`src/rtl/fft_bitrev_loader.sv`:
```
// Serial sample loader that scatters each frame into bit-reversed slots.
// Ping-pong banks; optional framing check via FFT_LOADER_LAST_CHK_EN.
module fft_bitrev_loader #(
  parameter int LOGN = 5,
  parameter int DW   = 32
) (
  input  logic                       clk,
  input  logic                       reset,
  input  logic                       in_valid,
  input  logic [DW-1:0]              in_data,
  input  logic                       in_last,
  output logic                       in_ready,
  output logic                       frame_valid,
  input  logic                       frame_ready,
  output logic [(1<<LOGN)*DW-1:0]    frame_data,
  output logic                       err_last
);

  localparam int N = 1 << LOGN;

  typedef enum logic {
    EMPTY = 1'b0,
    FULL  = 1'b1
  } bank_st_t;

  bank_st_t          st_q [2];
  bank_st_t          st_d [2];
  logic              wsel_q, wsel_d;
  logic              rsel_q, rsel_d;
  logic [LOGN-1:0]   wcnt_q, wcnt_d;
  logic              err_q, err_d;
  logic [N*DW-1:0]   bank [2];

  logic              wr;
  logic              rd;
  logic              last;
  logic [LOGN-1:0]   slot;

  function automatic logic [LOGN-1:0] bitrev(input logic [LOGN-1:0] v);
    logic [LOGN-1:0] r;
    for (int i = 0; i < LOGN; i++) begin
      r[i] = v[LOGN-1-i];
    end
    return r;
  endfunction

  assign in_ready    = !reset && (st_q[wsel_q] == EMPTY);
  assign frame_valid = !reset && (st_q[rsel_q] == FULL);
  assign frame_data  = reset ? '0 : bank[rsel_q];
  assign err_last    = !reset && err_q;

  assign wr   = in_valid && in_ready;
  assign rd   = frame_valid && frame_ready;
  assign last = (wcnt_q == LOGN'(N - 1));
  assign slot = bitrev(wcnt_q);

  always_comb begin
    st_d[0] = st_q[0];
    st_d[1] = st_q[1];
    wsel_d  = wsel_q;
    rsel_d  = rsel_q;
    wcnt_d  = wcnt_q;
    err_d   = err_q;
    if (wr) begin
      if (last) begin
        wcnt_d       = '0;
        st_d[wsel_q] = FULL;
        wsel_d       = ~wsel_q;
      end else begin
        wcnt_d = wcnt_q + 1'b1;
      end
    end
    // wr and rd can only coincide on different banks
    if (rd) begin
      st_d[rsel_q] = EMPTY;
      rsel_d       = ~rsel_q;
    end
`ifdef FFT_LOADER_LAST_CHK_EN
    if (wr && (in_last != last)) begin
      err_d = 1'b1;
    end
`else
    err_d = 1'b0;
`endif
  end

`ifndef FFT_LOADER_LAST_CHK_EN
  logic unused_last;
  assign unused_last = in_last;
`endif

  always_ff @(posedge clk) begin
    if (reset) begin
      st_q[0] <= EMPTY;
      st_q[1] <= EMPTY;
      wsel_q  <= 1'b0;
      rsel_q  <= 1'b0;
      wcnt_q  <= '0;
      err_q   <= 1'b0;
    end else begin
      st_q[0] <= st_d[0];
      st_q[1] <= st_d[1];
      wsel_q  <= wsel_d;
      rsel_q  <= rsel_d;
      wcnt_q  <= wcnt_d;
      err_q   <= err_d;
    end
  end

  always_ff @(posedge clk) begin
    if (reset) begin
      bank[0] <= '0;
      bank[1] <= '0;
    end else if (wr) begin
      for (int j = 0; j < N; j++) begin
        if (slot == LOGN'(j)) begin
          bank[wsel_q][j*DW +: DW] <= in_data;
        end
      end
    end
  end

endmodule

```
`config.mk`:
```
export PLATFORM = sky130hd
export DESIGN_NAME = fft_bitrev_loader
export DESIGN_NICKNAME = d
export VERILOG_FILES = /design/src/rtl/fft_bitrev_loader.sv
export SDC_FILE = /design/constraint.sdc
export NUM_CORES = 2
export LEC_CHECK = 0
export CAP_MARGIN = 20
export CORE_MARGIN = 8
export CORE_UTILIZATION = 40
export DETAILED_ROUTE_END_ITERATION = 10
export SYNTH_ARGS = -nofsm -noshare
export SYNTH_HDL_FRONTEND = slang
export SYNTH_SLANG_ARGS = --single-unit
```
`constraint.sdc`:
```
create_clock -name clk -period 6.8 [get_ports clk]
set_input_delay 1.36 -clock clk [delete_from_list [all_inputs] [get_ports clk]]
set_output_delay 1.36 -clock clk [all_outputs]
set_load 0.1 [all_outputs]
```
* Word level (Yosys, flattened, before mapping) *
Memories as Yosys holds them, arrays and structs flattened. A register that Yosys moved wholly into a read port is not among the register bits.
Index checks and enable logic that the tools add are counted.

operators by class
  reduce and logical (&&, ||, !) cells = 10
  add/subtract/negate cells = 1
  multiplexer cells = 151
  $lt $le $gt $ge = 4
  eq/ne operators = 32
  bitwise operators = 10

operator list
  kind                   number
  $mux W1024             2
  $reduce_or A1024 Y1    1
  $mux W1                142
  $eq A5 B5 Y1 const B   17
  $eq A5 B4 Y1 const B   8
  $mux W32               1
  $eq A5 B3 Y1 const B   4
  $eq A5 B2 Y1 const B   2
  $logic_and A1 B1 Y1    6
  $mux W2                3
  $add A5 B1 Y5 const B  1
  $eq A5 B1 Y1 const B   1
  $logic_not A5 Y1       1
  $mux W5                1
  $ge A2 B2 Y1 const B   2
  $lt A2 B1 Y1 const B   2
  $not A1 Y2             2
  $not A1 Y1             3
  $and A2 B2 Y2          1
  $demux W1 S1           2
  $not A2 Y2             1
  $or A1 B1 Y1           2
  $or A2 B2 Y2           1
  $reduce_and A2 Y1      1
  $logic_not A1 Y1       1

storage, ports and cells
  register bits = 7
  output and inout bits = 1027
  input bits = 37
  RAM bits = 2050
  memories = 2

memories
  name  words  width  rd ports  clocked after memory_dff  write ports  RTL line  text
  bank  2      1024   1         1                         2            32        logic [N*DW-1:0] bank [2];
  st_q  2      1      4         2                         2            26        bank_st_t st_q [2];

* Logic depth before layout (Yosys ltp) *
  depth after elaboration = 11
  mapped depth = 8
  depth with buffers taken out = 6

* Least setup slack after synthesis *
No wires, ideal clock.

  kind = input-to-reg
  start = in reset
  end = mem bank[0][608] (netlist bit) (enable)
  data arrival time = 4.416 ns
  setup time = 0.466 ns
  stages on the path = 6
  path slack = 1.918 ns
  required time = 6.334 ns
  path through = buf_2 -> nor2b_1 -> buf_4 -> nand4_1 -> buf_2 -> o21ai_0

RTL lines
  what             RTL line  text
  start, declared  8         input logic reset,
  end, declared    32

==> out/qor.tcl <==
set qor(synth-simple-area-share_pct) 14.8
set qor(grt_overflow_total) 0
set qor(layout_worst_path_cycle_share_pct) 84.0
set qor(layout.cells.most_common_list) {nor2_1, edfxtp_1, mux2i_1}
set qor(post_synth_xor_area_fraction_pct) 0
set qor(route.detailed.drc) 0
set qor(synth_async_sr_flop_share_pct) 0
set qor(holdCritPathClass) {register to register}
set qor(start_kind) {register}
set qor(dp_hpwl_um) 207000
set qor(status) {finished, final reports clean}
set qor(vdd.ir_drop.worst_uv) 248
set qor(synthesis.instances) 7058
set qor(finalMaxSlewViolations) 0
set qor(multi_input_comb_area_mm2) 0.0248
set qor(mostFrequentLayoutCell) {nor2_1}
set qor(post_cts_resized) 0
set qor(synthDominantCellAreaShare_pct) 68.9
set qor(clock_tree.htree_level_count) 4
set qor(path_class) {register to output pin}
set qor(design.core.area_mm2) 0.222
set qor(post_synth_fa_ha_maj_area_fraction_pct) 0.0280
set qor(detail_route.first_pass.iterations) 6
set qor(cts_buffer_depth) 3
set qor(tritoncts) {yes}
set qor(die_h_um) 488
set qor(cell_taking_the_most_area_after_synthesis) {edfxtp_1}
set qor(rr_startpoint) {wcnt_q[0]}
set qor(synth_sequential_area_ratio_pct) 69.1
set qor(place_ws_ns) 1.50
set qor(rsz_0062_raised_after_global_routing) {no}
set qor(start_util_pct) 40.2
set qor(critPathRequiredTime_ns) 5.44
set qor(gr-usage-all-layers_pct) 28.2
set qor(flow.area_growth_from_synthesis_pct) 22.0
set qor(powerDensity_mw_per_mm2) 267
set qor(finalWorstSetupSlack_ns) 1.09
set qor(cts.sinks) 2059
set qor(p_leak_nw) 35.8
set qor(die_w_um) 488
set qor(synth_top_family_by_area) {simple AND/OR/NAND/NOR gates}
set qor(cp.arrival_ns) 4.35
set qor(critical_path.endpoint_type) {output pin}
set qor(clock_skew_ns) 0.0566
set qor(post_synth_num_cell_types) 49
set qor(final_layout_size_suffix_gt1_share_pct) 9.98
set qor(post_synth_instance_area_mm2) 0.0893
set qor(mappedNetlistNets) 7097
set qor(cts_root_buf) {clkbuf_16}
set qor(maxClockFrequency_ghz) 0.175
set qor(numCtsBuffers) 208
set qor(setup_viol) 0
set qor(ys_ff_latch) 2059
set qor(grt_first_pass_wirelength_um) 469000
set qor(max-slew-margin-rel_pct) 18.4
set qor(n_fill_cell) 19400
set qor(worstSkewPairLatency_ns) 0.91
set qor(antenna_found_initial) 14
set qor(synth_warnings) 0
set qor(worst_setup_hold_path_clk_slew_ns) 0.06
set qor(final_period_minus_worst_setup_slack_ns) 5.71
set qor(max_cap_viol) 0
set qor(globalplace.congestion) 0.801
set qor(cts-hold-fix-buffers) 0
set qor(final-seq-area_mm2) 0.0617
set qor(synth-compound-area-share_pct) 0.768
set qor(synthesis.area_per_instance_um2) 12.7
set qor(finalSetupTns_ns) 0
set qor(drt-total-wl_um) 351000
set qor(first_global_vias) 57700
set qor(post-cts-setup-buffers) 0
set qor(synth_area_leaders) {edfxtp_1, nor2_1, mux2i_1, clkbuf_1, buf_2}
set qor(final_nets) 7847
set qor(grt_start_max_net_pins) 173
set qor(fp-row-count) 173
set qor(number_of_port_buffers) 1061
set qor(avgRoutedWirePerCell_um) 32.0
set qor(highest_fanout_seen_on_the_critical_path) 33
set qor(final-hold-violation-count) 0
set qor(worst_hold_startpoint) {rsel_q}
set qor(dr.first_iter.drc_count) 8634
set qor(ioPinCount) 1064
set qor(ys_dominant_reg_cell) {edfxtp_1}
set qor(number_of_synthesized_flops_with_an_enable_pin) 2048
set qor(post_drt_via_cell_ratio) 5.56
set qor(synth.area.mux_share_pct) 11.5
set qor(ant_nets) 0
set qor(die-area_mm2) 0.239
set qor(detailroute.via_count) 60900
set qor(worst-slew-pin-transition_ns) 1.22
-- synthesized netlist by cell type (all sizes together) (2+ instances only) --
cell type and n:
buf 365, nor4b 4, nand4 33, o21ai 6, inv 6, clkbuf 298, dfxtp 11, and4b 4
nor2b 3, nor3b 2, o311ai 2, nor2 3079, ha 2, nor3 5, and4bb 6, nand2 68
a41o 6, and2 3, o41ai 2, a21oi 6, edfxtp 2048, mux2i 1026, a31o 56, nand3 2
-- routing by layer --
metal,part of all wire [%],global-route usage [%]
met1,38,37.1
met2,47,45.7
met3,9.9,5.33
met4,4.9,12.2
met5,0.0077,0
-- kinds of logic (layout without fill, tap and decap cells) --
kind of cell	count (synthesis)	after routing
fa+ha+maj	2	2
compound gates	83	83
flops	2059	2059
mux	1027	1027
buf+inv	669	1587
simple gates	3217	3217
other cells	1	8
-- through the flow --
stage,utilization [%],area (um2),hold slack (ns),power [W],std cells
after floorplan,-,89300,0.445,0.0171,7058
after global placement,45.8,102000,0.462,0.0183,10500
after detailed placement,45.9,102000,0.483,0.0183,10500
after CTS,48.8,108000,0.501,0.0291,10900
after global routing,49.1,109000,0.540,0.0297,11000
final,49.1,109000,0.499,0.0291,11000
-- state kept, by name, summed over array words and instances, names as in the netlist, named ones only --
name    cells
rsel_q      1
wcnt_q      5
st_q        2
bank     2048
wsel_q      1
-- worst paths after layout --
check,end,slack [ns],cells past startpoint
setup reg to reg,bank[1][808],2.62,5
setup / recovery,frame_data[1000],1.09,5
hold reg to reg,st_q[1],0.50,1
hold / removal,st_q[1],0.50,1
-- cell type report --
cell class / count / share of cell area, %
multi-input cells: 4330 / 22.7
inverters: 6 / 0.0230
flip-flops and latches: 2059 / 56.7
clock inverters: 104 / 0.901
repair buffers: 1203 / 11.2
clock buffers: 274 / 5.00
diodes: 7 / 0.0161
well taps: 2975 / 3.42
-- power breakdown --
part           internal [W]  switching, W  leakage (nW)  total, W
Combinational      0.000597       0.00295          11.8   0.00355
Sequential           0.0144      0.000131          20.9    0.0145
Clock               0.00595       0.00507          3.09    0.0110
-- worst max-delay path, cell delays in order, from the launching register on --
cell             delay [ns]
dfxtp_4                0.79
buf_4                  0.56
buf_4                  0.54
mux2i_1                0.22
nor2_1                 0.13
clkdlybuf4s50_1        1.14
No activity file was read; power rests on OpenSTA's default activity.
